File: src/rtl/hole_fill_pkg.sv
// Shared definitions for the streaming hole filler: pixel tags, window slot
// bookkeeping and the line-flush FSM states.
package hole_fill_pkg;

    localparam logic [1:0] TAG_VALID = 2'b00;
    localparam logic [1:0] TAG_MED   = 2'b10;
    localparam logic [1:0] TAG_LOW   = 2'b01;
    localparam logic [1:0] TAG_VOID  = 2'b11;

    // Per-slot bookkeeping; the disparity word lives in a parallel array
    // because its width is a module parameter.
    typedef struct packed {
        logic [1:0] tag;
        logic       is_real;
        logic       sol;
        logic       eol;
    } slot_meta_t;

    localparam slot_meta_t SLOT_VOID = '{tag: TAG_VOID, is_real: 1'b0, sol: 1'b0, eol: 1'b0};

    typedef enum logic {
        ST_RUN   = 1'b0,
        ST_FLUSH = 1'b1
    } state_t;

endpackage

File: src/rtl/hole_sort_net.sv
// Combinational odd-even transposition sorter: descending, counting entries
// first, non-counting entries forced to zero and placed last, ties stable.
module hole_sort_net #(
    parameter int N     = 4,
    parameter int W     = 16,
    parameter int CNT_W = 3
) (
    input  logic [N-1:0][W-1:0] val,
    input  logic [N-1:0]        ok,
    output logic [N-1:0][W-1:0] sorted,
    output logic [CNT_W-1:0]    cnt
);

    logic [N-1:0][W:0] key;
    logic [W:0]        tmp;

    always_comb begin
        tmp = '0;
        cnt = '0;
        for (int i = 0; i < N; i++) begin
            key[i] = ok[i] ? {1'b1, val[i]} : '0;
            cnt    = cnt + CNT_W'(ok[i]);
        end
        // Strict compare keeps equal keys in arrival order.
        for (int r = 0; r < N; r++) begin
            for (int i = r % 2; i < N - 1; i += 2) begin
                if (key[i+1] > key[i]) begin
                    tmp      = key[i];
                    key[i]   = key[i+1];
                    key[i+1] = tmp;
                end
            end
        end
        for (int i = 0; i < N; i++) begin
            sorted[i] = key[i][W-1:0];
        end
    end

endmodule

File: src/rtl/hole_filling_stream.sv
// Streaming hole filler: builds a TAPS-wide window per line, flushes line ends,
// fills holes from the median / lower median of valid neighbours, counts per frame.
module hole_filling_stream
    import hole_fill_pkg::*;
#(
    parameter int WIDTH     = 16,
    parameter int TAPS      = 5,
    parameter int MIN_VALID = 1,
    parameter int STAT_W    = 16
) (
    input  logic                clk,
    input  logic                rst_n,
    input  logic                in_valid,
    output logic                in_ready,
    input  logic [WIDTH+1:0]    in_data,
    input  logic                in_sof,
    input  logic                in_sol,
    input  logic                in_eol,
    output logic                out_valid,
    output logic [WIDTH+1:0]    out_data,
    output logic                out_sol,
    output logic                out_eol,
    output logic [STAT_W-1:0]   stat_filled,
    output logic [STAT_W-1:0]   stat_unfilled
);

    localparam int HALF  = (TAPS - 1) / 2;
    localparam int N     = TAPS - 1;
    localparam int CNT_W = $clog2(TAPS);
    localparam int FL_W  = $clog2(HALF + 1);

    state_t            state_q;
    logic [FL_W-1:0]   flush_cnt_q;
    slot_meta_t        meta_q [TAPS];
    logic [WIDTH-1:0]  data_q [TAPS];
    logic              upd_q;

    logic accept, shift;
    assign accept = in_valid & in_ready;
    assign shift  = accept | (state_q == ST_FLUSH);

    always_ff @(posedge clk) begin
        if (!rst_n) begin
            state_q     <= ST_RUN;
            in_ready    <= 1'b1;
            flush_cnt_q <= '0;
        end else begin
            case (state_q)
                ST_RUN: begin
                    if (accept && in_eol) begin
                        state_q     <= ST_FLUSH;
                        in_ready    <= 1'b0;
                        flush_cnt_q <= FL_W'(HALF - 1);
                    end
                end
                ST_FLUSH: begin
                    if (flush_cnt_q == '0) begin
                        state_q  <= ST_RUN;
                        in_ready <= 1'b1;
                    end else begin
                        flush_cnt_q <= flush_cnt_q - 1'b1;
                    end
                end
                default: begin
                    state_q  <= ST_RUN;
                    in_ready <= 1'b1;
                end
            endcase
        end
    end

    // Slot 0 is the newest pixel; a start-of-line voids everything older.
    always_ff @(posedge clk) begin
        if (!rst_n) begin
            upd_q <= 1'b0;
            for (int i = 0; i < TAPS; i++) begin
                meta_q[i] <= SLOT_VOID;
                data_q[i] <= '0;
            end
        end else begin
            upd_q <= shift;
            if (shift) begin
                for (int i = TAPS - 1; i > 0; i--) begin
                    if (accept && in_sol) begin
                        meta_q[i] <= SLOT_VOID;
                        data_q[i] <= '0;
                    end else begin
                        meta_q[i] <= meta_q[i-1];
                        data_q[i] <= data_q[i-1];
                    end
                end
                if (accept) begin
                    meta_q[0] <= '{tag: in_data[WIDTH+1:WIDTH], is_real: 1'b1,
                                   sol: in_sol, eol: in_eol};
                    data_q[0] <= in_data[WIDTH-1:0];
                end else begin
                    meta_q[0] <= SLOT_VOID;
                    data_q[0] <= '0;
                end
            end
        end
    end

    logic [N-1:0][WIDTH-1:0] nb_val;
    logic [N-1:0]            nb_ok;
    logic [N-1:0][WIDTH-1:0] nb_sorted;
    logic [CNT_W-1:0]        nb_cnt;

    for (genvar g = 0; g < N; g++) begin : g_nb
        localparam int SI = (g < HALF) ? g : g + 1;
        assign nb_val[g] = data_q[SI];
        assign nb_ok[g]  = meta_q[SI].is_real && (meta_q[SI].tag == TAG_VALID);
    end

    hole_sort_net #(.N(N), .W(WIDTH), .CNT_W(CNT_W)) u_sort (
        .val    (nb_val),
        .ok     (nb_ok),
        .sorted (nb_sorted),
        .cnt    (nb_cnt)
    );

    logic                    s1_valid;
    logic [N-1:0][WIDTH-1:0] s1_sorted;
    logic [CNT_W-1:0]        s1_cnt;
    logic [1:0]              s1_tag;
    logic [WIDTH-1:0]        s1_data;
    logic                    s1_sol, s1_eol;

    always_ff @(posedge clk) begin
        if (!rst_n) begin
            s1_valid  <= 1'b0;
            s1_sorted <= '0;
            s1_cnt    <= '0;
            s1_tag    <= TAG_VOID;
            s1_data   <= '0;
            s1_sol    <= 1'b0;
            s1_eol    <= 1'b0;
        end else begin
            s1_valid  <= upd_q & meta_q[HALF].is_real;
            s1_sorted <= nb_sorted;
            s1_cnt    <= nb_cnt;
            s1_tag    <= meta_q[HALF].tag;
            s1_data   <= data_q[HALF];
            s1_sol    <= meta_q[HALF].sol;
            s1_eol    <= meta_q[HALF].eol;
        end
    end

    logic [CNT_W-1:0] med_idx, low_idx;
    logic [WIDTH-1:0] med_val, low_val;
    logic [WIDTH+1:0] res_data;
    logic             res_fill, res_unfill;

    assign med_idx = (s1_cnt - CNT_W'(1)) >> 1;
    assign low_idx = s1_cnt >> 1;

    always_comb begin
        med_val    = '0;
        low_val    = '0;
        res_data   = {TAG_VOID, {WIDTH{1'b0}}};
        res_fill   = 1'b0;
        res_unfill = 1'b0;
        for (int j = 0; j < N; j++) begin
            if (CNT_W'(j) == med_idx) med_val = s1_sorted[j];
            if (CNT_W'(j) == low_idx) low_val = s1_sorted[j];
        end
        case (s1_tag)
            TAG_VALID: res_data = {TAG_VALID, s1_data};
            TAG_MED, TAG_LOW: begin
                if (s1_cnt >= CNT_W'(MIN_VALID)) begin
                    res_data = {TAG_VALID, (s1_tag == TAG_MED) ? med_val : low_val};
                    res_fill = 1'b1;
                end else begin
                    res_unfill = 1'b1;
                end
            end
            default: res_data = {TAG_VOID, {WIDTH{1'b0}}};
        endcase
    end

    always_ff @(posedge clk) begin
        if (!rst_n) begin
            out_valid     <= 1'b0;
            out_data      <= '0;
            out_sol       <= 1'b0;
            out_eol       <= 1'b0;
            stat_filled   <= '0;
            stat_unfilled <= '0;
        end else begin
            out_valid <= s1_valid;
            out_sol   <= s1_valid & s1_sol;
            out_eol   <= s1_valid & s1_eol;
            if (s1_valid) out_data <= res_data;
            // Frame start wins over a stale count from the previous frame.
            if (accept && in_sof) begin
                stat_filled   <= '0;
                stat_unfilled <= '0;
            end else if (s1_valid) begin
                if (res_fill && stat_filled != '1)
                    stat_filled <= stat_filled + STAT_W'(1);
                if (res_unfill && stat_unfilled != '1)
                    stat_unfilled <= stat_unfilled + STAT_W'(1);
            end
        end
    end

endmodule

File: config.mk
export PLATFORM = sky130hd
export DESIGN_NAME = hole_filling_stream
export DESIGN_NICKNAME = d
export VERILOG_FILES = /design/src/rtl/hole_fill_pkg.sv /design/src/rtl/hole_sort_net.sv /design/src/rtl/hole_filling_stream.sv
export SDC_FILE = /design/constraint.sdc
export NUM_CORES = 1
export LEC_CHECK = 0
export ABC_AREA = 1
export CAP_MARGIN = 10
export CORE_UTILIZATION = 55
export CTS_CLUSTER_SIZE = 25
export DETAILED_ROUTE_END_ITERATION = 6
export GPL_TIMING_DRIVEN = 0
export PLACE_DENSITY = 0.74
export SLEW_MARGIN = 20
export SYNTH_ARGS = -nofsm -noshare
export SYNTH_HDL_FRONTEND = slang
export SYNTH_SLANG_ARGS = --single-unit
File: constraint.sdc
create_clock -name clk -period 19.4 [get_ports clk]
set_clock_uncertainty 0.1 [all_clocks]
set_input_delay 4.85 -clock clk [delete_from_list [all_inputs] [get_ports clk]]
set_output_delay 4.85 -clock clk [all_outputs]
set_load 0.03 [all_outputs]
# Word level (Yosys, flattened, before mapping)
# Memory sizes are Yosys's and may differ from the RTL's.
# Cells that the tools add are included.
# classes
reduce_logical	23
eq_ne	13
n_bitwise	27
magnitude_cmp	7
n_addsub	7
mux	71
# op_table
operator	n
$mux 16	19
$mux 34	4
$gt 17x17->1	6
$mux 17	4
$mux 33	2
$mux 5	10
$pmux 18 s2	1
$add 16x1->16 const B	2
$ne 16x16->1 const B	2
$mux 1	25
$or 1x1->1	21
$mux 18	1
$logic_not 2->1	6
$logic_and 1x1->1	9
$eq 2x2->1 const A	4
$reduce_and 2->1	4
$add 3x1->3	2
$logic_not 3->1	2
$and 1x1->1	4
$eq 1x2->1 const A	2
$mux 2	2
$ne 2x2->1 const B	2
$pmux 1 s2	2
$pmux 2 s2	1
9 further kinds	11
# totals
n_memories	2
elab_cells	170
ramBits	105
out_inout_bits	54
inputBits	24
reg_bits	146
# mem_list
memory	depth	width	rd	rd_ports_with_merged_regs	wr	line	text
data_q	5	16	5	0	5	hole_filling_stream.sv:35	logic [WIDTH-1:0] data_q [TAPS];
meta_q	5	5	5	0	5	hole_filling_stream.sv:34	slot_meta_t meta_q [TAPS];

# Logic depth before layout (Yosys ltp)
# Gate-level depths: netlist of the first run.
# An unclocked memory read counts as a cell.
# depth
depth_word	12
depth_mapped	63
ltp_nobuf	56

# By module
# Synthesis of the first run repeated with hierarchy kept, for this count alone.
# hier_totals
cells_unflattened	2428
hier_area_um2	16487.1
# modules_own_cells
mod	area_per_inst_um2	seq_area_each_um2	cells_each	instances
hole_filling_stream	10737.8	5935.7	1349	1
hole_sort_net	5749.3	0.0	1079	1

# Worst setup path after synthesis of the first run
# No wires, ideal clock.
# synth_path
kind	reg-to-reg
from	mem meta_q[1][2] in the netlist's numbering
to	reg s1_sorted[22] in the netlist's numbering
setup_ps	113
slack_ps	11727
stages_incl_launch_ff	57
t_required_ps	19187
path_buffers	7
t_arrival_ps	7460
period_less_slack_ps	7673
path_cell_list	edfxtp_1 -> nand2_1 -> clkbuf_1 -> clkbuf_1 -> inv_1 -> ha_1 -> nor2_1 -> nand4_1 -> nor2_1 -> nand3b_1 -> nor2_4 -> a21oi_1 -> nand2_2 -> buf_4 -> nand3_1 -> and2_1 -> ha_1 -> a21oi_1 -> [21 not listed] -> nand3_1 -> nand2_1 -> inv_1 -> ha_1 -> nand2_1 -> o21ai_0 -> a21oi_1 -> nor2_1 -> o21ai_0 -> a21oi_1 -> nor2_1 -> o21bai_1 -> nand2_1 -> inv_1 -> buf_1 -> nand3_1 -> nand2_1 -> nor2_1
# synth_lines
item	line	text
start, declared	hole_filling_stream.sv:34	
end signal, assigned	hole_filling_stream.sv:140	s1_sorted <= nb_sorted;
end, declared	hole_filling_stream.sv:123	logic [N-1:0][WIDTH-1:0] s1_sorted;

==> reports/qor.csv, run 1 <==
stage,metric,value,unit
outcome,status,completed,
worst_setup_path,endpoint,s1_sorted[25],
worst_setup_path,startpoint_type,flip-flop,
power,leakagePower,8.34,nW
global_routing,overflow,0,
timing,setup_viol,0,
placement,hpwl,42800,um
cts,post_cts_resized,0,
floorplan,io_pins,78,
worst_setup_path,crit_arrival,10.66,ns
synthesis,ys_types,53,
final_layout,drive_gt1_share,5.81,%
timing,setup_tns,0,ns
floorplan,die_area,0.0290,mm2
global_routing,grt_start_max_net_pins,63,
cts,cts_root_buf,clkbuf_16,
routing,drt_pass1_iterations,7,
synthesis,synth_ff_type,dfxtp_1,
worst_setup_path,rrSetupSlack,9.07,ns
floorplan,core.rowCount,61,
synthesis,syn_area,0.0156,mm2
synthesis,syn_nets,2333,
worst_setup_path,r2r_start,meta_q[1][2],
synthesis,synth.area.top_cells,"edfxtp_1 (19%), dfxtp_1 (19%), nand2_1 (13%), ha_1 (8.7%), inv_1 (8.2%)",
routing,viasPerCell,5.61,
power,power.density,84.8,mW/mm2
timing,finalHoldViolCount,0,
floorplan,initial_core_util,56.0,%
worst_setup_path,crit_top_cell,nand2_1,
cts,clkTransAtPathRegs,0.06,ns
timing,fin_crit,10.33,ns
cts,h-tree-depth,1,
final_layout,syn2layout_area_growth,13.9,%
cts,cts_sinks,246,
cts,cts_tree,built,
worst_setup_path,worstPathMaxFanout,10,
timing,tightest_slew,0.931,ns
routing,vias,15200,
cts,cts_buffers,25,
routing,drt-initial-drc-count,1728,
worst_setup_path,crit_slowest_cell,clkbuf_1,
placement,io_buffers,77,
timing,rsz0062_at_grt,false,
timing,fmax,96.8,MHz
worst_setup_path,path_class,reg -> reg,
synthesis,syn_inst,2200,
cts,ctsLongestPathBuffers,3,
cts,insertion_delay,0.55,ns
placement,globalplace.congestion,1.08,
power,vdd_drop_max,0.0818,mV
synthesis,synth.ff_latch_count,246,
hold_path,hold_path_class,reg -> reg,
synthesis,synth_commonest_cells,"nand2_1 (542), inv_1 (341), nor2_1 (276), nand3_1 (208), dfxtp_1 (145)",
routing,drt-total-wl,52700,um
synthesis,yosysWarningCount,0,
routing,drc,0,
synthesis,avgSynthCellArea,7.09,um2
final_layout,post-route-util,63.7,%
synthesis,synth_top_cell_by_area,edfxtp_1,
worst_setup_path,critical_path.endpoint_type,flip-flop,
timing,slew_headroom,37.8,%
floorplan,dieWidth,170,um
final_layout,final_nets,2438,
run,drv_cap,0,
synthesis,synth_edf_count,101,
routing,ant_nets,0,
worst_setup_path,cpPeakStageDelay,0.43,ns
cts,hold_buffers,0,
timing,fin_crit_sh,53.3,%
global_routing,grt_pass1_vias,13900,
worst_setup_path,reg2reg_depth,60,
global_routing,antenna_found_initial,0,
final_layout,fillers,2564,
synthesis,yosysTopAreaCellShare,19.4,%
synthesis,ys_async_sr_fraction,0,%
global_routing,grt_pass1_wl,78800,um
floorplan,die_h,170,um
global_routing,grt.total_usage,36.3,%
worst_setup_path,crit_start,meta_q[1][2],
cts,cts_setup_buffers,0,
synthesis,yosysSeqAreaShare,38.1,%
floorplan,fp.coreArea,0.0279,mm2
synthesis,synth.most_common_cell,nand2_1,
routing,wire_per_inst,19.5,um
worst_setup_path,r2r-end,s1_sorted[25],
worst_setup_path,critPathRequiredTime,19.72,ns
timing,slew_viol_final,0,
==> state kept, by name, summed over array words and instances (netlist names) <==
signal / count
state_q: 1
meta_q: 21
data_q: 80
s1_cnt: 3
out_sol: 1
in_ready: 1
s1_sol: 1
s1_tag: 2
flush_cnt_q: 2
out_valid: 1
s1_valid: 1
s1_sorted: 64
stat_filled: 16
out_eol: 1
stat_unfilled: 16
out_data: 17
s1_data: 16
upd_q: 1
s1_eol: 1
==> worst max-delay path: cells and delay by family (launching register included) <==
kind,cells,cell delay [ns]
AOI/OAI and AO/OA,12,1.71
adders and majority gates,4,1.22
buffers and inverters,14,2.91
DFF,1,0.41
and+or+nand+nor,30,3.80
==> stage by stage <==
stage               instance area [um2]  worst slack [ns]  cells  hold WS [ns]  total power [mW]
floorplan                         15600             11.73   2200         0.294             0.881
global placement                  16800              9.55   2655         0.305             0.983
detailed placement                16900              9.43   2656         0.306             0.990
CTS                               17800              9.37   2701         0.318              1.50
global route                      17800              8.37   2701         0.331              1.58
finish                            17800              9.07   2702         0.312              1.51
==> layer usage <==
| layer | routed length (um) | track usage [%] | up-vias |
|---|---|---|---|
| li1 | - | - | 7338 |
| met5 | 0 | 0 | - |
| met3 | 4280 | 4.77 | 158 |
| met4 | 3100 | 19.2 | 0 |
| met1 | 22000 | 48.6 | 6934 |
| met2 | 23400 | 57.2 | 734 |
==> layout by cell type (no fill, tap or decap), drive strengths merged, types with 77 or more instances in the layout <==
cell,synthesis,final
dfxtp,145,145
clkbuf,49,78
nand2,550,550
o21ai,117,117
clkdlybuf4s50,0,77
a21oi,86,86
nand3,212,212
edfxtp,101,101
inv,350,351
nor2,286,286
ha,108,108
==> worst min-delay path by stage <==
stage,to,slack (ns),cells past startpoint,start
2_1_floorplan,out_eol,0.29,2,s1_eol
3_3_place_gp,out_sol,0.30,2,s1_sol
3_5_place_dp,out_eol,0.31,2,s1_eol
4_1_cts,out_eol,0.32,2,s1_eol
5_1_grt,out_sol,0.33,2,s1_sol
6_report,out_eol,0.31,2,s1_eol
==> cell type report <==
class	count	area [um2]	share of cell area, %
Antenna cell	1	2.50	0.0141
Buffer	88	428	2.41
Clock buffer	29	651	3.66
Clock inverter	16	229	1.29
Inverter	354	1330	7.49
Multi-Input combinational cell	1512	7910	44.6
Sequential cell	246	5940	33.4
Tap cell	378	473	2.66
Timing Repair Buffer	78	798	4.50
==> cell families (layout without fill, tap and decap cells) <==
group                      count (synthesis)  after routing  synth area share (%)
buffers and inverters                    442            565                  11.3
other                                      0              1                     0
and+or+nand+nor                         1109           1109                  30.2
xor gates and xnor gates                   5              5                 0.281
adders and majority gates                109            109                  8.79
AOI/OAI and AO/OA                        289            289                  11.4
DFF                                      246            246                  38.1
==> where the power goes <==
group	switching [mW]	internal (mW)	leakage, nW
Combinational	0.245	0.117	5.69
Sequential	0.0322	0.597	2.22
Clock	0.206	0.309	0.423
Total	0.484	1.02	8.34
Power figures use the tool's default switching activity.
==> inputs of run 2 (changes only) <==
- clock period: 19.4 -> 10.7 ns (I/O delays scaled with it)
==> run 2 against run 1 <==
Sequential power is 81% higher. Clock power grew 81%. Wire length shrank 0.32%. Combinational power up 81%. Critical path type unchanged. Largest cell class unchanged.
==> reports/qor.csv, run 2 (synthesis gave the netlist of run 1 again) <==
stage,metric,value,unit
worst_setup_path,critPathRequiredTime,11.02,ns
timing,whs,0.312,ns
worst_setup_path,cpPeakStageDelay,0.38,ns
final_layout,syn2layout_area_growth,13.8,%
cts,hold_buffers,0,
power,vdd_drop_max,0.148,mV
final_layout,largest_reg_flops,80,
final_layout,fillers,2567,
placement,globalplace.congestion,1.08,
timing,rsz0062_at_grt,false,
final_layout,top_regs,"data_q x80, s1_sorted x64, meta_q x21",
timing,fmax,101,MHz
timing,slew_headroom,35.7,%
global_routing,overflow,0,
floorplan,fp.coreArea,0.0279,mm2
worst_setup_path,path_class,reg -> reg,
routing,drt_pass1_iterations,7,
routing,drc,0,
worst_setup_path,reg2reg_depth,60,
worst_setup_path,crit_arrival,10.23,ns
run,drv_cap,0,
timing,finalHoldViolCount,0,
cts,ctsLongestPathBuffers,3,
timing,setup_viol,0,
global_routing,grt.total_usage,36.3,%
routing,viasPerCell,5.63,
global_routing,grt_pass1_vias,13900,
timing,setup_tns,0,ns
floorplan,initial_core_util,56.0,%
placement,io_buffers,77,
power,power.density,154,mW/mm2
worst_setup_path,crit_slowest_cell,edfxtp_1,
routing,drt-total-wl,52500,um
timing,fin_crit,9.91,ns
cts,cts_tree,built,
worst_setup_path,crit_top_cell,nand2_1,
cts,insertion_delay,0.55,ns
final_layout,final_nets,2436,
timing,tightest_slew,0.962,ns
floorplan,die_area,0.0290,mm2
global_routing,antenna_found_initial,0,
timing,fin_crit_sh,92.6,%
hold_path,hold_path_class,reg -> reg,
hold_path,holdPathStages,2,
routing,vias,15200,
routing,wire_per_inst,19.5,um
final_layout,drive_gt1_share,5.90,%
cts,cts_buffers,25,
placement,hpwl,42800,um
floorplan,io_pins,78,
timing,slew_viol_final,0,
cts,cts_root_buf,clkbuf_16,
worst_setup_path,critical_path.endpoint_type,flip-flop,
global_routing,grt_start_max_net_pins,63,
worst_setup_path,startpoint_type,flip-flop,
outcome,status,completed,
floorplan,die_h,170,um
routing,drt-initial-drc-count,1674,
global_routing,grt_pass1_wl,78800,um
cts,clkTransAtPathRegs,0.06,ns
routing,ant_nets,0,
final_layout,top_register,data_q,
power,leakagePower,8.34,nW
final_layout,antenna_cells,0,
worst_setup_path,worstPathMaxFanout,12,
cts,cts_sinks,246,
final_layout,layout_common_cells,"nand2_1 (540), inv_1 (341), nor2_1 (276)",
final_layout,mostFrequentLayoutCell,nand2_1,
floorplan,core.rowCount,61,
floorplan,dieWidth,170,um
cts,h-tree-depth,1,
## run 2: cell types whose count changed in the layout (fill, tap and decap cells not counted)
cell / delta
clkbuf_1: -3
clkbuf_2: +1
diode_2: -1
nand2_1: -1
nand2_2: +1
## run 2: per-layer routing
layer / GRT usage, % / up-vias / share of wire [%]
met5: 0 / - / 0
met4: 19.2 / 0 / 5.9
met3: 4.77 / 159 / 8.3
met2: 57.2 / 705 / 44
met1: 48.6 / 6987 / 41
li1: - / 7331 / -
## run 2: area by class of cell
type,count,area (um2),share of cell area [%]
multi-input cells,1512,7910,44.6
flip-flops and latches,246,5940,33.4
inverters,354,1330,7.49
repair buffers,78,798,4.50
clock buffers,29,651,3.67
well taps,378,473,2.66
plain buffers,86,422,2.38
clock inverters,16,229,1.29
## run 2: what timing repair did
action,in CTS,in global routing
setup endpoints to repair,0,30
buffers inserted,0,0
resized for setup,0,3
## run 2: where the power goes
group | internal, mW | total (mW) | switching [mW]
Clock | 0.560 | 0.930 | 0.371
Combinational | 0.212 | 0.656 | 0.444
Sequential | 1.08 | 1.14 | 0.0586
Total | 1.85 | 2.73 | 0.874
## run 2: final timing paths
check	slack, ns	end	start
worst max-delay path	0.79	s1_sorted[25]	meta_q[1][4]
worst min-delay path	0.31	out_eol	s1_eol
worst max register to register	0.79	s1_sorted[25]	meta_q[1][4]
worst min register to register	0.31	out_eol	s1_eol
## run 2: metrics by stage
step                setup slack, ns  power [mW]  instance area [um2]  cells  util, %
finish                        0.792        2.73                17800   2699     63.7
global route                 0.0508        2.86                17800   2699     63.7
CTS                           0.668        2.72                17800   2701     63.7
detailed placement            0.727        1.79                16900   2656     60.6
global placement              0.849        1.78                16800   2655     60.5
floorplan                      3.03        1.60                15600   2200        -
## run 2: critical path, delay by kind of cell (launching register included)
family | cells | cell delay (ns)
DFF | 1 | 0.38
adders and majority gates | 4 | 1.15
and+or+nand+nor | 31 | 4.08
buffers and inverters | 13 | 2.30
AOI/OAI and AO/OA | 12 | 1.71
==> inputs of run 3 (changes only) <==
- CORE_UTILIZATION: 55 -> 61
- PLACE_DENSITY: 0.74 -> 0.81
==> run 3 against run 2 <==
Hold slack got worse by 0.0012 ns. First-iteration DRC count up 21%. Register-to-register slack worse by 0.22 ns. Design area is 0.18% lower. Fmax shrank 2.2%. Final cell count is 1.6% lower. Clock power grew 3.9%. Combinational power is 3.4% higher. Worst setup slack worse by 0.22 ns. Critical path type unchanged. Critical endpoint is now s1_sorted[27].
==> reports/qor.csv, run 3 (synthesis gave the netlist of run 1 again) <==
stage,metric,value,unit
outcome,status,completed,
cts,hold_buffers,0,
global_routing,top_usage_layer,met2,
final_layout,mostFrequentLayoutCell,nand2_1,
routing,drt-initial-drc-count,2018,
power,p_sw_share,32.9,%
worst_setup_path,r2r-end,s1_sorted[27],
run,drv_cap,0,
global_routing,use_met3,8.04,%
power,leakagePower,8.35,nW
global_routing,antenna_found_initial,2,
final_layout,final_nets,2436,
routing,viasPerCell,5.99,
cts,cts_tree,built,
final_layout,final_cells,2656,
cts,h-tree-depth,1,
timing,fin_crit,10.13,ns
routing,wire_per_inst,21.4,um
hold_path,worstHoldStart,s1_eol,
floorplan,die_h,162,um
timing,setup_tns,0,ns
timing,setup_viol,0,
power,vdd_drop_max,0.150,mV
final_layout,syn2layout_area_growth,13.6,%
global_routing,grt_util_met2,69.7,%
global_routing,overflow,0,
power,p_comb_share,24.4,%
cts,ctsLongestPathBuffers,3,
worst_setup_path,reg2reg_depth,60,
worst_setup_path,path_class,reg -> reg,
final_layout,top_register,data_q,
floorplan,core.rowCount,58,
timing,slew_headroom,25.9,%
routing,drt-total-wl,56900,um
final_layout,top_regs,"data_q x80, s1_sorted x64, meta_q x21",
floorplan,initial_core_util,62.1,%
power,power.density,157,mW/mm2
power,power.switching,0.915,mW
hold_path,hold_end,out_eol,
placement,post-place-ws,0.646,ns
final_layout,layout_common_cells,"nand2_1 (540), inv_1 (341), nor2_1 (276)",
final_layout,post-route-util,70.6,%
floorplan,io_pins,78,
worst_setup_path,crit_top_cell,nand2_1,
placement,globalplace.congestion,1.07,
timing,fmax,98.7,MHz
cts,cts_root_buf,clkbuf_16,
floorplan,dieWidth,162,um
power,p_seq_share,40.9,%
worst_setup_path,critPathRequiredTime,11.04,ns
placement,hpwl,44900,um
final_layout,largest_reg_flops,80,
global_routing,grt.total_usage,43.0,%
worst_setup_path,r2r_start,meta_q[3][4],
routing,ant_nets,0,
worst_setup_path,critical_path.endpoint_type,flip-flop,
timing,finalHoldViolCount,0,
hold_path,hold_path_class,reg -> reg,
cts,cts_buffers,26,
hold_path,holdPathStages,2,
timing,tightest_slew,1.10,ns
worst_setup_path,crit_slowest_cell,edfxtp_1,
global_routing,grt_start_max_net_pins,54,
worst_setup_path,worstPathMaxFanout,10,
cts,insertion_delay,0.55,ns
final_layout,fillers,2031,
placement,place_inst,2608,
timing,slew_viol_final,0,
floorplan,die_area,0.0262,mm2
placement,io_buffers,77,
cts,cts_sinks,246,
routing,drc,0,
routing,vias,15900,
global_routing,grt_pass1_vias,14900,
worst_setup_path,cpPeakStageDelay,0.40,ns
floorplan,fp.coreArea,0.0251,mm2
global_routing,grt_pass1_wl,84700,um
timing,fin_crit_sh,94.7,%
final_layout,drive_gt1_share,5.94,%
power,total_power,2.78,mW
power,internal-power,1.87,mW
worst_setup_path,rrSetupSlack,0.57,ns
worst_setup_path,startpoint_type,flip-flop,
power,clkPwrFrac,34.7,%
timing,rsz0062_at_grt,false,
timing,setup_ws,0.571,ns
cts,clkTransAtPathRegs,0.06,ns
global_routing,globalRouteMet1Util,52.1,%
routing,drt_pass1_iterations,6,
worst_setup_path,crit_arrival,10.47,ns
-- run 3: changes by cell type in the layout (fill, tap and decap cells not counted) --
cell,delta
clkbuf_1,+1
clkbuf_16,+1
clkbuf_2,+1
clkbuf_8,-1
clkinv_2,-1
clkinv_8,+1
clkinvlp_2,+1
clkinvlp_4,-1
diode_2,+3
inv_16,-1
inv_8,+1
-- run 3: power by group through the flow --
| stage | Sequential [mW] | Combinational [mW] | Clock (mW) |
|---|---|---|---|
| finish | 1.14 | 0.678 | 0.966 |
| global route | 1.14 | 0.740 | 1.00 |
| CTS | 1.13 | 0.657 | 0.962 |
| detailed placement | 1.15 | 0.651 | 0 |
| global placement | 1.15 | 0.633 | 0 |
| floorplan | 1.13 | 0.466 | 0 |
-- run 3: metrics by stage --
stage	instance area [um2]	hold WS, ns
final	17700	0.311
after global routing	17700	0.325
after CTS	17700	0.310
after detailed placement	16800	0.301
after global placement	16800	0.299
after floorplan	15600	0.294
-- run 3: per-layer routing --
metal / vias up / part of all wire [%]
met5: - / 0
met4: 0 / 7.1
met3: 214 / 11
met2: 1048 / 45
met1: 7299 / 37
li1: 7339 / -
-- run 3: worst max-delay path: cells and delay by family, from the launching register on --
kind	cells	cell delay (ns)
AND/OR/NAND/NOR	32	4.28
adder cells (fa/ha/maj)	4	1.20
flip-flops	1	0.40
buffers and inverters	13	2.37
AO/OA/AOI/OAI	11	1.63
-- run 3: worst max path at each step --
| stage | start | end | slack, ns | cells after the start |
|---|---|---|---|---|
| 2_1_floorplan | meta_q[1][2] | s1_sorted[22] | 3.03 | 56 |
| 3_3_place_gp | meta_q[1][2] | s1_sorted[26] | 0.76 | 58 |
| 3_5_place_dp | meta_q[1][2] | s1_sorted[26] | 0.65 | 55 |
| 4_1_cts | meta_q[1][2] | s1_sorted[26] | 0.56 | 55 |
| 5_1_grt | meta_q[3][4] | s1_sorted[26] | 0.003 | 60 |
| 6_report | meta_q[3][4] | s1_sorted[27] | 0.57 | 60 |
-- run 3: cell type report --
cell class	instances	area, um2	area share, %
antenna	3	7.51	0.0424
sequential	246	5940	33.5
clock buffer	32	673	3.80
inverter	354	1330	7.51
multi-input combinational	1512	7910	44.7
clock inverter	16	229	1.29
timing repair buffer	78	798	4.51
buffer	85	419	2.37
tap	330	413	2.33
-- run 3: timing repair --
item	in CTS	in global routing
resized for setup	0	5
setup endpoints to repair	0	32
buffers inserted	0	0
